## config.mk

```make
export PLATFORM = sky130hd
export DESIGN_NAME = rvsteel_reset_sequencer
export DESIGN_NICKNAME = d
export VERILOG_FILES = /design/src/rtl/rvsteel_debouncer.sv /design/src/rtl/rvsteel_reset_sequencer.sv
export SDC_FILE = /design/constraint.sdc
export NUM_CORES = 1
export LEC_CHECK = 0
export ABC_CLOCK_PERIOD_IN_PS = 3680
export CAP_MARGIN = 40
export CORE_MARGIN = 3
export CORE_UTILIZATION = 58
export CTS_CLUSTER_DIAMETER = 120
export DETAILED_ROUTE_END_ITERATION = 16
export DONT_BUFFER_PORTS = 1
export PLACE_DENSITY = 0.76
export SYNTH_ARGS = -nofsm -noshare
export SYNTH_HDL_FRONTEND = slang
export SYNTH_SLANG_ARGS = --single-unit
```

## constraint.sdc

```tcl
create_clock -name clock -period 3.68 [get_ports clock]
set_input_delay 0.736 -clock clock [delete_from_list [all_inputs] [get_ports clock]]
set_output_delay 0.736 -clock clock [all_outputs]
set_load 0.02 [all_outputs]
```

## src/rtl/rvsteel_debouncer.sv

```systemverilog
// Input conditioner for one raw board signal: 2-flop synchronizer, optional
// polarity inversion, then a counter debouncer that only accepts a new level
// after DEBOUNCE_CYCLES consecutive cycles of disagreement with the stable one.
module rvsteel_debouncer #(
   parameter int DEBOUNCE_CYCLES = 120000,
   parameter bit ACTIVE_HIGH     = 1'b1
) (
   input  logic clock,
   input  logic reset,
   input  logic raw_in,
   output logic stable_out
);

   localparam int CW = $clog2(DEBOUNCE_CYCLES + 1);
   localparam logic [CW-1:0] TERM = CW'(DEBOUNCE_CYCLES - 1);
   // Synchronizer resets to the raw level of a released button.
   localparam logic [1:0] SYNC_IDLE = {2{~ACTIVE_HIGH}};

   logic [1:0]    sync_q;
   logic [CW-1:0] cnt_q, cnt_d;
   logic          stable_q, stable_d;
   logic          level;

   assign level      = ACTIVE_HIGH ? sync_q[1] : ~sync_q[1];
   assign stable_out = stable_q;

   // Count disagreement cycles; any agreeing cycle restarts the count.
   always_comb begin
      cnt_d    = cnt_q;
      stable_d = stable_q;
      if (level != stable_q) begin
         if (cnt_q == TERM) begin
            stable_d = level;
            cnt_d    = '0;
         end else begin
            cnt_d = cnt_q + 1'b1;
         end
      end else begin
         cnt_d = '0;
      end
   end

   // Synchronizer, counter and accepted level registers.
   always_ff @(posedge clock) begin
      if (reset) begin
         sync_q   <= SYNC_IDLE;
         cnt_q    <= '0;
         stable_q <= 1'b0;
      end else begin
         sync_q   <= {sync_q[0], raw_in};
         cnt_q    <= cnt_d;
         stable_q <= stable_d;
      end
   end

endmodule

```

## src/rtl/rvsteel_reset_sequencer.sv

```systemverilog
// Board-level reset/halt controller in front of rvsteel_mcu. Debounces the
// reset button and halt request, stretches every reset to a minimum length,
// holds reset while the button stays pressed, and lets halt through only
// while the core is running.
module rvsteel_reset_sequencer #(
   parameter int DEBOUNCE_CYCLES    = 120000,
   parameter int RESET_HOLD_CYCLES  = 16,
   parameter bit BUTTON_ACTIVE_HIGH = 1'b1
) (
   input  logic       clock,
   input  logic       reset,
   input  logic       reset_button,
   input  logic       halt_request,
   output logic       mcu_reset,
   output logic       mcu_halt,
   output logic       running,
   output logic [7:0] reset_count
);

   localparam logic [1:0] S_HOLD         = 2'd0;
   localparam logic [1:0] S_WAIT_RELEASE = 2'd1;
   localparam logic [1:0] S_RUN          = 2'd2;

   localparam int HW = $clog2(RESET_HOLD_CYCLES + 1);
   localparam logic [HW-1:0] HOLD_TERM = HW'(RESET_HOLD_CYCLES - 1);

   logic          btn_stable, halt_stable;
   logic          btn_prev_q;
   logic [1:0]    state_q, state_d;
   logic [HW-1:0] hold_q, hold_d;
   logic [7:0]    count_q, count_d;
   logic          mcu_reset_q, mcu_halt_q, running_q;

   rvsteel_debouncer #(
      .DEBOUNCE_CYCLES(DEBOUNCE_CYCLES),
      .ACTIVE_HIGH    (BUTTON_ACTIVE_HIGH)
   ) u_btn_db (
      .clock     (clock),
      .reset     (reset),
      .raw_in    (reset_button),
      .stable_out(btn_stable)
   );

   rvsteel_debouncer #(
      .DEBOUNCE_CYCLES(DEBOUNCE_CYCLES),
      .ACTIVE_HIGH    (1'b1)
   ) u_halt_db (
      .clock     (clock),
      .reset     (reset),
      .raw_in    (halt_request),
      .stable_out(halt_stable)
   );

   assign mcu_reset   = mcu_reset_q;
   assign mcu_halt    = mcu_halt_q;
   assign running     = running_q;
   assign reset_count = count_q;

   // Next-state logic: fixed hold, wait for release, run until a new press.
   always_comb begin
      state_d = state_q;
      hold_d  = hold_q;
      count_d = count_q;
      case (state_q)
         S_HOLD: begin
            if (hold_q == HOLD_TERM) begin
               state_d = S_WAIT_RELEASE;
               hold_d  = '0;
            end else begin
               hold_d = hold_q + 1'b1;
            end
         end
         S_WAIT_RELEASE: begin
            if (!btn_stable) state_d = S_RUN;
         end
         S_RUN: begin
            if (btn_stable && !btn_prev_q) begin
               state_d = S_HOLD;
               if (count_q != 8'd255) count_d = count_q + 8'd1;
            end
         end
         default: begin
            state_d = S_HOLD;
            hold_d  = '0;
         end
      endcase
   end

   // State, counters and outputs; outputs follow the next state so they
   // move in the same cycle as the state register. Halt is only passed in
   // S_RUN, which also keeps it low whenever reset is high.
   always_ff @(posedge clock) begin
      if (reset) begin
         state_q     <= S_HOLD;
         hold_q      <= '0;
         count_q     <= 8'd0;
         btn_prev_q  <= 1'b0;
         mcu_reset_q <= 1'b1;
         mcu_halt_q  <= 1'b0;
         running_q   <= 1'b0;
      end else begin
         state_q     <= state_d;
         hold_q      <= hold_d;
         count_q     <= count_d;
         btn_prev_q  <= btn_stable;
         mcu_reset_q <= (state_d != S_RUN);
         mcu_halt_q  <= halt_stable & (state_d == S_RUN);
         running_q   <= (state_d == S_RUN);
      end
   end

endmodule

```

==> out/metrics.csv, run 1 <==
metric,value,unit
status,"finished, final reports clean",
layout_commonest_cell,dfxtp_1,
core,4200,sq um
cts_sinks,59,
period_minus_slack,2000,ps
syn-cell-area,2650,sq um
grt_pass1_vias,1903,
crit_start,u_halt_db.cnt_q[10],
required,3880,ps
first_pass_iters,4,
fmax,501,MHz
cts_tree,yes,
place.gp.congestion,0.851,
ir_drop,0.314,mV
routed_wl,4680,um
ff2ff_setup_slack,1680,ps
htree_levels,3,
synth_edf_count,0,
root_buffer,clkbuf_8,
grt_pass1_wl,8420,um
yosysSeqAreaShare,44.6,%
die-area,5410,sq um
synthesis.nets,306,
area_growth,6.24,%
fillCellCount,349,
finalHoldViolations,0,
portBuffers,0,
grt_setup_unrepaired,no,
clk_pin_slew,70,ps
start_util,63.0,%
placed_area,2640,sq um
ys_seq_elements,59,
ant_nets,0,
clk_latency,340,ps
cts_setup_buffers,0,
synthArstFlopShare,0,%
p_int,0.910,mW
p_comb_share,1.2,%
fin_ws,1680,ps
mostFrequentLayoutCells,"59 x dfxtp_1, 44 x nor2_1, 20 x xnor2_1",
die-width,73.6,um
viasPerCell,5.82,
syn_avg_cell_area,9.01,sq um
tightest_slew,711,ps
ctsResizeCount,0,
slew_headroom,52.5,%
tns,0,ps
final_nets,306,
gr-total-overflow,0,
r2r_cells,4,
grt_antenna_before_repair,0,
max_cap_violations,0,
holdCritPathClass,reg2reg,
cts.path.max_buffers,2,
dp.cells,333,
drtIter0Drc,136,
yosys_warnings,0,
synthFlopType,dfxtp_1,
critPathArrivalTime,2200,ps
design_area,2810,sq um
p_switching,0.255,mW
fin_skew,6.51,ps
num_vias,2030,
die_h,73.6,um
critPathCapture,u_halt_db.cnt_q[8],
row_count,23,
holdPathStages,1,
crit_path_max_fanout,17,
drc,0,
cts_buffers,9,
setup_viol,0,
stdcell_count,349,
p_clk_share,43.1,%
regToRegStartpoint,u_halt_db.cnt_q[10],
fin_crit_sh,54.3,%
startpoint_type,flip-flop,
leakagePower,0.884,nW
layout-drive-gt1-share,7.36,%
gr-usage-all-layers,20.3,%
boundaryPins,15,
worst_setup_path_end_kind,flip-flop,
synth_cell_types,50,
maxSlewViolCount,0,
preCtsSetupSlack,1670,ps
syn_inst,294,
worstSetupPathType,reg2reg,
hold_slack,453,ps
reg2reg_to,u_halt_db.cnt_q[8],
num_antenna_cells,0,
power_density,414,nW/um^2
cts_hold_buf,0,
seq_power_share,55.7,%
grt_max_degree,25,
p_sw_share,21.9,%
wire_per_inst,13.4,um
dp_hpwl,3150,um
worst min path at each step:
stage | slack (ps) | to | startpoint
floorplan | 410 | u_btn_db.sync_q[1] | u_btn_db.sync_q[0]
global placement | 420 | u_btn_db.sync_q[1] | u_btn_db.sync_q[0]
detailed placement | 440 | u_btn_db.sync_q[1] | u_btn_db.sync_q[0]
CTS | 450 | hold_q[0] | reset
global route | 440 | hold_q[1] | reset
finish | 450 | u_halt_db.sync_q[1] | u_halt_db.sync_q[0]
metal layers:
layer  up-vias  share of wire, %  GRT usage (%)  wire, um
met1       940                47           24.9      2220
met2        36                47           30.9      2180
met3         8               4.1           8.34       191
li1       1046                 -              -         -
met4         0               1.7           9.46        80
met5         -                 0              0         0
cell families (layout without fill, tap and decap cells):
family | count (synthesis) | in the layout | share of synthesized area (%)
xor gates and xnor gates | 31 | 31 | 10.3
DFF | 59 | 59 | 44.6
buffers and inverters | 23 | 28 | 4.25
adders and majority gates | 8 | 8 | 3.78
muxes | 2 | 2 | 0.803
and+or+nand+nor | 138 | 138 | 28.1
AOI/OAI and AO/OA | 33 | 33 | 8.27
area by class of cell:
cell class,instances,area [sq um],area share [%]
Multi-Input combinational cell,212,1360,48.2
Clock buffer,11,141,5.02
Inverter,12,45.0,1.60
Tap cell,50,62.6,2.22
Sequential cell,59,1180,42.0
Clock inverter,5,28.8,1.02
through the flow:
stage               power (mW)  utilization (%)
global route              1.22             67.0
global placement         0.676             62.9
CTS                       1.18             67.0
finish                    1.16             67.0
detailed placement       0.677             62.9
floorplan                0.678                -
state kept, by name (all words and copies together), names as in the netlist, 2 cells and up:
signal and count:
state_q 2, u_halt_db.sync_q 2, u_btn_db.cnt_q 17, reset_count 8, u_btn_db.sync_q 2, u_halt_db.cnt_q 17, hold_q 5
power by group through the flow:
stage               combinational (mW)  clock [mW]  sequential, mW
floorplan                       0.0170           0           0.661
global placement                0.0139           0           0.662
detailed placement              0.0144           0           0.662
CTS                             0.0144       0.519           0.648
global route                    0.0171       0.551           0.648
finish                          0.0141       0.502           0.648
cells in the mapped netlist (2+ instances only):
cell	count	area (sq um)
dfxtp_1	59	1180
xnor2_1	20	175
clkbuf_1	6	22.5
and4_1	3	26.3
nand3_1	17	85.1
nand4_1	15	93.8
inv_1	12	45.0
nand2b_1	2	12.5
or3_1	5	31.3
nor3_1	8	40.0
nand2_1	11	41.3
o21ai_0	5	25.0
a211oi_1	2	15.0
nor2b_1	7	43.8
and3_1	2	12.5
buf_2	2	10.0
a21oi_1	15	75.1
ha_1	8	100
a221oi_1	2	17.5
nor4_1	9	56.3
xor2_1	11	96.3
nor2_1	44	165
nor4b_1	2	17.5
worst max-delay path: stages, from the launching register on:
cell,delay (ps)
dfxtp_1,440
or4b_1,480
nor4_2,330
or3_1,510
nor2_1,100
Power figures use the tool's default switching activity.
==> run 2, diff against run 1 <==
--- a/config.mk
+++ b/config.mk
@@ -5,10 +5,10 @@
 export SDC_FILE = /design/constraint.sdc
 export NUM_CORES = 1
 export LEC_CHECK = 0
-export ABC_CLOCK_PERIOD_IN_PS = 3680
+export ABC_CLOCK_PERIOD_IN_PS = 1600
 export CAP_MARGIN = 40
 export CORE_MARGIN = 3
-export CORE_UTILIZATION = 58
+export CORE_UTILIZATION = 56
 export CTS_CLUSTER_DIAMETER = 120
 export DETAILED_ROUTE_END_ITERATION = 16
 export DONT_BUFFER_PORTS = 1
==> constraint.sdc (replaced) <==
create_clock -name clock -period 1.6 [get_ports clock]
set_input_delay 0.32 -clock clock [delete_from_list [all_inputs] [get_ports clock]]
set_output_delay 0.32 -clock clock [all_outputs]
set_load 0.02 [all_outputs]
==> out/metrics.csv, run 2 (same netlist as run 1, synthesis figures left out) <==
metric,value,unit,change
grt_pass1_vias,2108,,was 1903
layout_commonest_cell,dfxtp_1,,unchanged
hp-start,reset,,was u_halt_db.sync_q[0]
viasPerCell,5.65,,was 5.82
die-area,5590,sq um,was 5410 sq um
critPathArrivalTime,1940,ps,was 2200 ps
boundaryPins,15,,unchanged
fin_skew,3.33,ps,was 6.51 ps
cts.path.max_buffers,2,,unchanged
crit_path_max_fanout,2,,was 17
cts_buffers,9,,unchanged
drc,0,,unchanged
mostFrequentLayoutCells,"51 x dfxtp_1, 45 x buf_4, 39 x nor2_1",,"was 59 x dfxtp_1, 44 x nor2_1, 20 x xnor2_1"
row_count,24,,was 23
crit_start,u_halt_db.cnt_q[0],,was u_halt_db.cnt_q[10]
period_minus_slack,1680,ps,was 2000 ps
num_vias,2260,,was 2030
finish.utilization,76.4,%,was 67.0%
tightest_slew,388,ps,was 711 ps
slew_headroom,73.9,%,was 52.5%
holdCritPathClass,in2reg,,was reg2reg
max_cap_violations,0,,unchanged
grt_antenna_before_repair,0,,unchanged
worstSetupPathType,reg2reg,,unchanged
die_h,74.8,um,was 73.6 um
finalHoldViolations,0,,unchanged
fin_ws,-76.6,ps,was 1680 ps
root_buffer,clkbuf_8,,unchanged
startpoint_type,flip-flop,,unchanged
fmax,596,MHz,was 501 MHz
required,1870,ps,was 3880 ps
dp_hpwl,3820,um,was 3150 um
ir_drop,1.29,mV,was 0.314 mV
grt_setup_unrepaired,yes,,was no
fillCellCount,319,,was 349
stdcell_count,400,,was 349
fin_total_pwr,3.15,mW,was 1.16 mW
design_area,3420,sq um,was 2810 sq um
multi_input_area,1480,sq um,was 1360 sq um
area_growth,29.0,%,was 6.24%
final_nets,355,,was 306
gr-total-overflow,0,,unchanged
gr-usage-all-layers,21.8,%,was 20.3%
ant_nets,0,,unchanged
core,4470,sq um,was 4200 sq um
seq_area,1190,sq um,was 1180 sq um
grt_pass1_wl,9180,um,was 8420 um
fin_crit_sh,105,%,was 54.3%
maxSlewViolCount,0,,unchanged
regToRegStartpoint,u_halt_db.cnt_q[0],,was u_halt_db.cnt_q[10]
worst_setup_path_end_kind,flip-flop,,unchanged
holdPathStages,1,,unchanged
setup_viol,18,,was 0
drtIter0Drc,100,,was 136
holdPathEnd,hold_q[2],,was u_halt_db.sync_q[1]
tns,-749,ps,was 0 ps
leakagePower,1.21,nW,was 0.884 nW
placed_area,3040,sq um,was 2640 sq um
place.gp.congestion,0.892,,was 0.851
clk_latency,330,ps,was 340 ps
start_util,59.2,%,was 63.0%
power_density,922,nW/um^2,was 414 nW/um^2
ff2ff_setup_slack,-80,ps,was 1680 ps
r2r_cells,5,,was 4
grt_max_degree,25,,unchanged
status,finished with violations,,"was finished, final reports clean"
portBuffers,0,,unchanged
first_pass_iters,4,,unchanged
wire_per_inst,14.1,um,was 13.4 um
cts_sinks,59,,unchanged
num_antenna_cells,0,,unchanged
die-width,74.8,um,was 73.6 um
failed_checks,negative setup slack,,
layout-drive-gt1-share,29.3,%,was 7.36%
routed_wl,5630,um,was 4680 um
htree_levels,3,,unchanged
cts_tree,yes,,unchanged
dp.cells,380,,was 333
preCtsSetupSlack,-72.0,ps,was 1670 ps
reg2reg_to,u_halt_db.cnt_q[16],,was u_halt_db.cnt_q[8]
clk_pin_slew,60,ps,was 70 ps
hold_slack,47.7,ps,was 453 ps
run 2: layout make-up:
class | instances | share of cell area, %
Multi-Input combinational cell | 212 | 43.2
Sequential cell | 59 | 34.9
Timing Repair Buffer | 49 | 11.5
Clock buffer | 13 | 5.24
Clock inverter | 3 | 1.98
Tap cell | 52 | 1.90
Inverter | 12 | 1.32
run 2: power by group:
group | total, mW | internal, mW | switching (mW)
clock | 1.61 | 1.05 | 0.564
combinational | 0.0473 | 0.0253 | 0.0219
sequential | 1.49 | 1.48 | 0.00974
total | 3.15 | 2.55 | 0.596
run 2: metal layers:
metal	track usage, %	part of all wire, %	vias up
li1	-	-	1142
met1	26.3	47	1069
met2	34.2	48	43
met3	8.81	4.1	6
met4	9.68	1.1	0
met5	0	0	-
run 2: worst max path at each step:
| stage | to | slack (ps) | cells after the start |
|---|---|---|---|
| after CTS | u_halt_db.cnt_q[16] | -50 | 5 |
| after global routing | u_halt_db.stable_out | -130 | 5 |
| final | u_halt_db.cnt_q[16] | -80 | 5 |
| after detailed placement | u_halt_db.cnt_q[16] | -70 | 5 |
| after global placement | u_halt_db.cnt_q[1] | -20 | 5 |
| after floorplan | u_halt_db.cnt_q[13] | -80 | 6 |
run 2: critical path, cell delays in order, from the launching register on:
cell and delay [ps]:
dfxtp_2 350, ha_4 150, nand3_4 70, or4_4 490
or3_4 410, a21oi_4 130
run 2: timing repair:
| item | in CTS | in global routing |
|---|---|---|
| cloned | 1 | 0 |
| gates resized for setup | 11 | 18 |
| endpoints found under the hold margin | 0 | 0 |
| setup endpoints to repair | 15 | 24 |
| hold buffers | 0 | 0 |
| setup buffers | 2 | 1 |
| pin swaps | 15 | 6 |
